===== src/rtl/tus_pkg.sv =====
// Shared definitions for the push-button reader: event codes, key FSM states
// and default timing for a 27 MHz clock.
package tus_pkg;

  localparam int CLK_HZ            = 27_000_000;
  localparam int DEF_DEB_CYCLES    = CLK_HZ / 50;
  localparam int DEF_LONG_CYCLES   = CLK_HZ;
  localparam int DEF_REPEAT_CYCLES = CLK_HZ / 5;

  localparam logic [1:0] EVT_PRESS   = 2'd0;
  localparam logic [1:0] EVT_RELEASE = 2'd1;
  localparam logic [1:0] EVT_LONG    = 2'd2;
  localparam logic [1:0] EVT_REPEAT  = 2'd3;

  typedef enum logic [1:0] {
    IDLE      = 2'd0,
    PRESSED   = 2'd1,
    LONG_HELD = 2'd2
  } key_fsm_t;

  // Bits needed to hold values 0..v, never less than one.
  function automatic int cnt_w(input int v);
    return (v < 2) ? 1 : $clog2(v + 1);
  endfunction

endpackage


===== src/rtl/tus_okuyucu_if.sv =====
// Event stream from the button reader to its consumer (valid/ready).
interface tus_okuyucu_if #(
  parameter int KEY_W = 1
) ();
  logic             evt_valid;
  logic             evt_ready;
  logic [KEY_W-1:0] evt_key;
  logic [1:0]       evt_type;

  modport master (output evt_valid, output evt_key, output evt_type, input evt_ready);
  modport slave  (input evt_valid, input evt_key, input evt_type, output evt_ready);
endinterface


===== src/rtl/tus_kanali.sv =====
// One button channel: synchroniser, debouncer, press/long/repeat FSM and a
// single-entry pending event slot.
module tus_kanali
  import tus_pkg::*;
#(
  parameter int DEB_CYCLES    = DEF_DEB_CYCLES,
  parameter int LONG_CYCLES   = DEF_LONG_CYCLES,
  parameter int REPEAT_CYCLES = DEF_REPEAT_CYCLES
) (
  input  logic       clk,
  input  logic       rst_n,
  input  logic       key_n,
  input  logic       take,
  output logic       level,
  output logic       pend_v,
  output logic [1:0] pend_t,
  output logic       ovf
);

  localparam int DW = cnt_w(DEB_CYCLES);
  localparam int HW = cnt_w((LONG_CYCLES > REPEAT_CYCLES) ? LONG_CYCLES : REPEAT_CYCLES);
  localparam bit LONG_EN = (LONG_CYCLES > 0);
  localparam bit REP_EN  = LONG_EN && (REPEAT_CYCLES > 0);
  localparam logic [DW-1:0] DEB_LAST  = DW'(DEB_CYCLES - 1);
  localparam logic [HW-1:0] LONG_LAST = HW'((LONG_CYCLES > 0) ? LONG_CYCLES - 1 : 0);
  localparam logic [HW-1:0] REP_LAST  = HW'((REPEAT_CYCLES > 0) ? REPEAT_CYCLES - 1 : 0);

  logic          sync1_r, sync2_r, lvl_s;
  logic          key_state_r;
  logic [DW-1:0] deb_cnt_r;
  logic          toggle_s, rise_s, fall_s;
  key_fsm_t      state_r, state_s;
  logic [HW-1:0] hold_cnt_r, hold_cnt_s;
  logic          evt_s;
  logic [1:0]    evt_t_s;
  logic          pend_v_r;
  logic [1:0]    pend_t_r;

  // Debounced edge detection: the edge where the counter would reach DEB_CYCLES.
  always_comb begin
    lvl_s    = ~sync2_r;
    toggle_s = (lvl_s != key_state_r) && (deb_cnt_r == DEB_LAST);
    rise_s   = toggle_s && lvl_s;
    fall_s   = toggle_s && !lvl_s;
  end

  // Key FSM next state, hold counter and event generation; release wins over thresholds.
  always_comb begin
    state_s    = state_r;
    hold_cnt_s = hold_cnt_r;
    evt_s      = 1'b0;
    evt_t_s    = EVT_PRESS;
    case (state_r)
      IDLE: begin
        if (rise_s) begin
          state_s    = PRESSED;
          hold_cnt_s = '0;
          evt_s      = 1'b1;
          evt_t_s    = EVT_PRESS;
        end else begin
          hold_cnt_s = '0;
        end
      end
      PRESSED: begin
        if (fall_s) begin
          state_s    = IDLE;
          hold_cnt_s = '0;
          evt_s      = 1'b1;
          evt_t_s    = EVT_RELEASE;
        end else if (LONG_EN && (hold_cnt_r == LONG_LAST)) begin
          state_s    = LONG_HELD;
          hold_cnt_s = '0;
          evt_s      = 1'b1;
          evt_t_s    = EVT_LONG;
        end else if (LONG_EN) begin
          hold_cnt_s = hold_cnt_r + HW'(1);
        end else begin
          hold_cnt_s = hold_cnt_r;
        end
      end
      LONG_HELD: begin
        if (fall_s) begin
          state_s    = IDLE;
          hold_cnt_s = '0;
          evt_s      = 1'b1;
          evt_t_s    = EVT_RELEASE;
        end else if (REP_EN && (hold_cnt_r == REP_LAST)) begin
          hold_cnt_s = '0;
          evt_s      = 1'b1;
          evt_t_s    = EVT_REPEAT;
        end else if (REP_EN) begin
          hold_cnt_s = hold_cnt_r + HW'(1);
        end else begin
          hold_cnt_s = hold_cnt_r;
        end
      end
      default: begin
        state_s    = IDLE;
        hold_cnt_s = '0;
      end
    endcase
  end

  // Synchroniser, debounce counter, FSM state and pending slot registers.
  always_ff @(posedge clk) begin
    if (!rst_n) begin
      sync1_r     <= 1'b1;
      sync2_r     <= 1'b1;
      key_state_r <= 1'b0;
      deb_cnt_r   <= '0;
      state_r     <= IDLE;
      hold_cnt_r  <= '0;
      pend_v_r    <= 1'b0;
      pend_t_r    <= EVT_PRESS;
    end else begin
      sync1_r    <= key_n;
      sync2_r    <= sync1_r;
      state_r    <= state_s;
      hold_cnt_r <= hold_cnt_s;
      if (toggle_s) begin
        key_state_r <= lvl_s;
        deb_cnt_r   <= '0;
      end else if (lvl_s != key_state_r) begin
        deb_cnt_r <= deb_cnt_r + DW'(1);
      end else begin
        deb_cnt_r <= '0;
      end
      // A new event always lands; if it is also being taken now it simply refills.
      if (evt_s) begin
        pend_v_r <= 1'b1;
        pend_t_r <= evt_t_s;
      end else if (take) begin
        pend_v_r <= 1'b0;
      end else begin
        pend_v_r <= pend_v_r;
      end
    end
  end

  assign level  = key_state_r;
  assign pend_v = pend_v_r;
  assign pend_t = pend_t_r;
  assign ovf    = evt_s && pend_v_r && !take;

endmodule


===== src/rtl/tus_okuyucu.sv =====
// Push-button reader: N debounced key channels, lowest-index arbiter,
// registered event output with valid/ready and a sticky overflow flag.
module tus_okuyucu
  import tus_pkg::*;
#(
  parameter int N_KEYS        = 2,
  parameter int KEY_W         = 1,
  parameter int DEB_CYCLES    = DEF_DEB_CYCLES,
  parameter int LONG_CYCLES   = DEF_LONG_CYCLES,
  parameter int REPEAT_CYCLES = DEF_REPEAT_CYCLES
) (
  input  logic              clk,
  input  logic              rst_n,
  input  logic [N_KEYS-1:0] keys_n,
  output logic [N_KEYS-1:0] key_state,
  tus_okuyucu_if.master     evt,
  output logic              evt_ovf,
  input  logic              ovf_clr
);

  logic [N_KEYS-1:0] pend_v_s;
  logic [1:0]        pend_t_s [N_KEYS];
  logic [N_KEYS-1:0] take_s;
  logic [N_KEYS-1:0] ovf_s;
  logic              any_s;
  logic [KEY_W-1:0]  ld_key_s;
  logic [1:0]        ld_type_s;

  logic              out_valid_r;
  logic [KEY_W-1:0]  out_key_r;
  logic [1:0]        out_type_r;
  logic              evt_ovf_r;

  for (genvar g = 0; g < N_KEYS; g++) begin : g_ch
    tus_kanali #(
      .DEB_CYCLES    (DEB_CYCLES),
      .LONG_CYCLES   (LONG_CYCLES),
      .REPEAT_CYCLES (REPEAT_CYCLES)
    ) u_ch (
      .clk    (clk),
      .rst_n  (rst_n),
      .key_n  (keys_n[g]),
      .take   (take_s[g]),
      .level  (key_state[g]),
      .pend_v (pend_v_s[g]),
      .pend_t (pend_t_s[g]),
      .ovf    (ovf_s[g])
    );
  end

  // Fixed-priority pick of the lowest pending key; it is taken only while the output is empty.
  always_comb begin
    take_s    = '0;
    any_s     = 1'b0;
    ld_key_s  = '0;
    ld_type_s = EVT_PRESS;
    for (int i = 0; i < N_KEYS; i++) begin
      if (!any_s && pend_v_s[i]) begin
        any_s     = 1'b1;
        take_s[i] = !out_valid_r;
        ld_key_s  = KEY_W'(i);
        ld_type_s = pend_t_s[i];
      end else begin
        take_s[i] = 1'b0;
      end
    end
  end

  // Output register; loading only when empty gives the idle cycle after each accept.
  always_ff @(posedge clk) begin
    if (!rst_n) begin
      out_valid_r <= 1'b0;
      out_key_r   <= '0;
      out_type_r  <= EVT_PRESS;
    end else if (out_valid_r) begin
      if (evt.evt_ready) begin
        out_valid_r <= 1'b0;
      end else begin
        out_valid_r <= 1'b1;
      end
    end else if (any_s) begin
      out_valid_r <= 1'b1;
      out_key_r   <= ld_key_s;
      out_type_r  <= ld_type_s;
    end else begin
      out_valid_r <= 1'b0;
    end
  end

  // Sticky overflow flag; a new loss beats a clear in the same cycle.
  always_ff @(posedge clk) begin
    if (!rst_n) begin
      evt_ovf_r <= 1'b0;
    end else if (|ovf_s) begin
      evt_ovf_r <= 1'b1;
    end else if (ovf_clr) begin
      evt_ovf_r <= 1'b0;
    end else begin
      evt_ovf_r <= evt_ovf_r;
    end
  end

  assign evt.evt_valid = out_valid_r;
  assign evt.evt_key   = out_key_r;
  assign evt.evt_type  = out_type_r;
  assign evt_ovf       = evt_ovf_r;

endmodule

===== src/flat_wrapper.sv =====
// flat-port wrapper written by rule: the top's interface ports become plain ports
module tus_okuyucu_flat import tus_pkg::*;
#(
  parameter int N_KEYS        = 2,
  parameter int KEY_W         = 1,
  parameter int DEB_CYCLES    = DEF_DEB_CYCLES,
  parameter int LONG_CYCLES   = DEF_LONG_CYCLES,
  parameter int REPEAT_CYCLES = DEF_REPEAT_CYCLES
)
  (clk, rst_n, keys_n, key_state, evt_ovf, ovf_clr, evt_evt_valid, evt_evt_key, evt_evt_type, evt_evt_ready);
  tus_okuyucu_if #(.KEY_W(KEY_W)) evt_i ();
  input  logic clk;
  input  logic rst_n;
  input  logic [N_KEYS-1:0] keys_n;
  output logic [N_KEYS-1:0] key_state;
  output logic evt_ovf;
  input  logic ovf_clr;
  output wire logic [$bits(evt_i.evt_valid)-1:0] evt_evt_valid;
  output wire logic [$bits(evt_i.evt_key)-1:0] evt_evt_key;
  output wire logic [$bits(evt_i.evt_type)-1:0] evt_evt_type;
  input wire logic [$bits(evt_i.evt_ready)-1:0] evt_evt_ready;
  assign evt_evt_valid = evt_i.evt_valid;
  assign evt_evt_key = evt_i.evt_key;
  assign evt_evt_type = evt_i.evt_type;
  assign evt_i.evt_ready = evt_evt_ready;
  tus_okuyucu #(.N_KEYS(N_KEYS), .KEY_W(KEY_W), .DEB_CYCLES(DEB_CYCLES), .LONG_CYCLES(LONG_CYCLES), .REPEAT_CYCLES(REPEAT_CYCLES)) u_core (.clk(clk), .rst_n(rst_n), .keys_n(keys_n), .key_state(key_state), .evt(evt_i), .evt_ovf(evt_ovf), .ovf_clr(ovf_clr));
endmodule

===== config.mk =====
export PLATFORM = sky130hd
export DESIGN_NAME = tus_okuyucu_flat
export DESIGN_NICKNAME = d
export VERILOG_FILES = /design/src/rtl/tus_pkg.sv /design/src/rtl/tus_okuyucu_if.sv /design/src/rtl/tus_kanali.sv /design/src/rtl/tus_okuyucu.sv /design/src/flat_wrapper.sv
export SDC_FILE = /design/constraint.sdc
export NUM_CORES = 1
export LEC_CHECK = 0
export BUFFER_PORTS_ARGS = -buffer_cell sky130_fd_sc_hd__buf_4
export CORE_ASPECT_RATIO = 1.1
export CORE_UTILIZATION = 43
export CTS_CLUSTER_SIZE = 12
export DETAILED_ROUTE_END_ITERATION = 7
export GPL_ROUTABILITY_DRIVEN = 0
export GPL_TIMING_DRIVEN = 1
export PLACE_DENSITY = 0.72
export SYNTH_ARGS = -nofsm -noshare
export SYNTH_HDL_FRONTEND = slang
export SYNTH_HIERARCHICAL = 1
export SYNTH_SLANG_ARGS = --single-unit

===== constraint.sdc =====
create_clock -name clk -period 2 [get_ports clk]
set_input_delay 0.4 -clock clk [delete_from_list [all_inputs] [get_ports clk]]
set_output_delay 0.4 -clock clk [all_outputs]
set_load 0.01 [all_outputs]

==> impl_metrics.toml <==
[status]
status = "finished, violations left"
violations = "negative setup slack"

[sta]
tns_ps = -335
report.final.slew_viol_count = 0
whs_ps = 242
rsz0062_at_grt = "true"
maxSlewHeadroom_pct = 71.5
fmax_mhz = 493
min_period_ps = 2030
fin_worst_skew_ps = 10.3
worst_pin_slew_ps = 422
setup_slack_ps = -26.9
fin_crit_sh_pct = 101
finalSetupViolations = 24
hold_viol = 0

[clock_tree]
htree_levels = 3
cts.path.max_buffers = 2
cts_sinks = 111
cts_inserted_buffers = 9
clk_latency_ps = 350
cts_root_buffer = "clkbuf_16"
clkTransAtPathRegs_ps = 80
ctsHoldBuffers = 0
cts_tree = "yes"

[detailed_routing]
first_pass_iters = 4
wl_met2_mm = 6.24
routedWlPerCell_um = 14.1
drt_wl_total_mm = 12.1
vias_per_cell = 5.42
wl_met1_mm = 5.36
route.antenna.remaining_nets = 0
wl_met3_um = 360
drt_iter0_drc = 286
drc = 0
vias = 4615
top_layer_used = "met4"

[critical_path]
critPathLaunchType = "register"
crit_chain = "or4b_4 > or4_4 > o21ai_4 > a211o_4 > nor2_1"
end_kind = "register"
r2r-end = "u_core/g_ch[1].u_ch/hold_cnt_r[19]"
crit_buf_inv = 0
worst_ep_arrival_time_ps = 2260
worst_path_max_delay_cell = "or4b_4"
crit_family = "simple AND/OR/NAND/NOR gates"
path_max_fanout = 13
required_ps = 2240
slowest_delay_ps = 540
rrSetupSlack_ps = -30
r2r-start = "u_core/g_ch[1].u_ch/hold_cnt_r[19]"
critical_path_class = "register to register"
worstRegToRegCells = 5

[synth]
ys_seq_elements = 111
synth_cells = 624
synth_area_leader_cell = "dfxtp_1"
synth-async-reset-ratio_pct = 0
synthFlopType = "dfxtp_1"
synth_edf_count = 0
postSynthAreaPerCell_sq_um = 8.84
yosys_warnings = 6
yosysMostFrequentCell = "dfxtp_1"
synthTopCellsByCount = "111 x dfxtp_1, 104 x nor2_1, 48 x xor2_1"
synth.distinct_cells = 71
synth.top_cell.area_share_pct = 40.3
seq_area_frac_synth_pct = 40.3
synth.area.top_cells = "dfxtp_1 40%, xor2_1 7.6%, nor2_1 7.1%, xnor2_1 5.1%, nand3_1 3.6%"
synthesis.area_sq_um = 5520
syn_nets = 642

[grt]
grt_overflow = 0
antenna_found_initial = 0
grt_max_degree = 22
grt_use_total_pct = 18.6
grt_pass1_wl_mm = 19.8
grt_pass1_vias = 4502

[place]
dp_slack_ps = -61.1
portBuffers = 12
hpwl_mm = 8.49

[die]
core-area_sq_um = 12500
die_y_um = 121
die_w_um = 110
rows = 43
initial_core_util_pct = 44.0
ios = 13
dieArea_sq_um = 13300

[min_path]
hp-class = "primary input to register"
hold_depth = 2
hold_end = "u_core/g_ch[0].u_ch/sync1_r"
min_from = "keys_n[0]"

[power]
p_seq_share_pct = 54.7
switchingPower_mw = 0.837
netSwitchingFraction_pct = 20.7
leakagePower_nw = 2.28
ir_worst_vdd_mv = 0.461
intPower_mw = 3.21
combPwrFrac_pct = 1.2
clkPwrFrac_pct = 44.0
cellPowerDensity_nw_per_um2 = 607

[finish]
antennaDiodeCount = 0
area_growth_pct = 20.8
fin_nets = 708
fillers = 1090
layout-drive-gt1-share_pct = 22.4

[flow_run]
maxCapViolCount = 0
[worst register-to-register path, stage by stage, from the launching register on]
cell and delay, ps:
dfxtp_2 320, or4b_4 540, or4_4 540, o21ai_4 190, a211o_4 250, nor2_1 80
[state kept, by name, indices dropped and copies added (netlist names), 2 cells and up]
signal	cells
u_core/evt.evt_type	2
u_core/g_ch.u_ch/deb_cnt_r	40
u_core/g_ch.u_ch/hold_cnt_r	50
u_core/g_ch.u_ch/level	2
u_core/g_ch.u_ch/pend_t	4
u_core/g_ch.u_ch/pend_v	2
u_core/g_ch.u_ch/state_r	4
u_core/g_ch.u_ch/sync1_r	2
u_core/g_ch.u_ch/sync2_r	2
[per-layer routing]
| layer | global-route usage (%) | up-vias |
|---|---|---|
| met5 | 0 | - |
| met4 | 6.17 | 0 |
| met3 | 4.04 | 6 |
| met2 | 32.6 | 64 |
| met1 | 22.1 | 2218 |
| li1 | - | 2327 |
[layout make-up]
class	count	area [sq um]	area share, %
Clock buffer	9	225	3.38
Clock inverter	7	72.6	1.09
Inverter	17	63.8	0.958
Multi-Input combinational cell	480	3250	48.7
Sequential cell	111	2240	33.6
Tap cell	157	196	2.95
Timing Repair Buffer	71	622	9.33
[power by group through the flow]
| stage | Clock (mW) | Sequential [mW] | Combinational, mW |
|---|---|---|---|
| floorplan | 0 | 2.27 | 0.0262 |
| global placement | 0 | 2.27 | 0.0474 |
| detailed placement | 0 | 2.27 | 0.0482 |
| CTS | 1.82 | 2.22 | 0.0484 |
| global route | 1.92 | 2.21 | 0.0534 |
| finish | 1.78 | 2.21 | 0.0490 |
[what timing repair did]
| item | CTS | global route |
|---|---|---|
| gates resized for setup | 5 | 40 |
| buffers inserted | 1 | 1 |
| pin swaps | 3 | 11 |
| cloned | 1 | 2 |
| setup endpoints to repair | 29 | 61 |
[cells by family after synthesis]
family	Yosys count	synth area share, %
buffers and inverters	34	3.74
AOI/OAI and AO/OA	49	7.03
adders and majority gates	12	2.72
and+or+nand+nor	334	32.8
xor gates and xnor gates	80	12.7
DFF	111	40.3
muxes	4	0.726
[worst max-delay path by stage]
stage | start | endpoint | slack, ps | cells past startpoint
global route | u_core/g_ch[1].u_ch/hold_cnt_r[19] | u_core/g_ch[1].u_ch/hold_cnt_r[10] | -60 | 5
global placement | u_core/g_ch[1].u_ch/hold_cnt_r[19] | u_core/g_ch[1].u_ch/hold_cnt_r[22] | -20 | 5
finish | u_core/g_ch[1].u_ch/hold_cnt_r[19] | u_core/g_ch[1].u_ch/hold_cnt_r[19] | -30 | 5
CTS | u_core/g_ch[1].u_ch/deb_cnt_r[0] | u_core/g_ch[1].u_ch/pend_t[1] | 5 | 7
floorplan | u_core/g_ch[1].u_ch/deb_cnt_r[0] | u_core/g_ch[1].u_ch/pend_t[0] | 3 | 7
detailed placement | u_core/g_ch[1].u_ch/hold_cnt_r[19] | u_core/g_ch[1].u_ch/hold_cnt_r[19] | -60 | 5
[per-stage QoR]
stage                     cell area (sq um)  power, mW  utilization (%)  cells
after CTS                              6460       4.08             51.5    849
after floorplan                        5520       2.29                -    624
after detailed placement               6120       2.32             48.8    831
final                                  6660       4.04             53.2    852
after global placement                 6120       2.31             48.8    831
after global routing                   6660       4.19             53.2    852
[cells in the final DEF, fill, tap and decap left out, types with 5 or more instances in the layout]
cell type  instances
and2_1             5
dfxtp_2            9
ha_1               9
nor3_1             7
and4_1             5
a21oi_1            7
nor2_1           103
dfxtp_1          101
nand2_1           45
buf_4             64
o21ai_0            6
nor2b_1            6
nand2b_1           6
nand4_1           32
inv_1             17
nand3_1           39
xnor2_1           32
nor2_2            13
and3_1            14
nor4_1             9
xor2_1            48
clkbuf_16         11
Note: power is estimated with default switching activity, not from simulation.
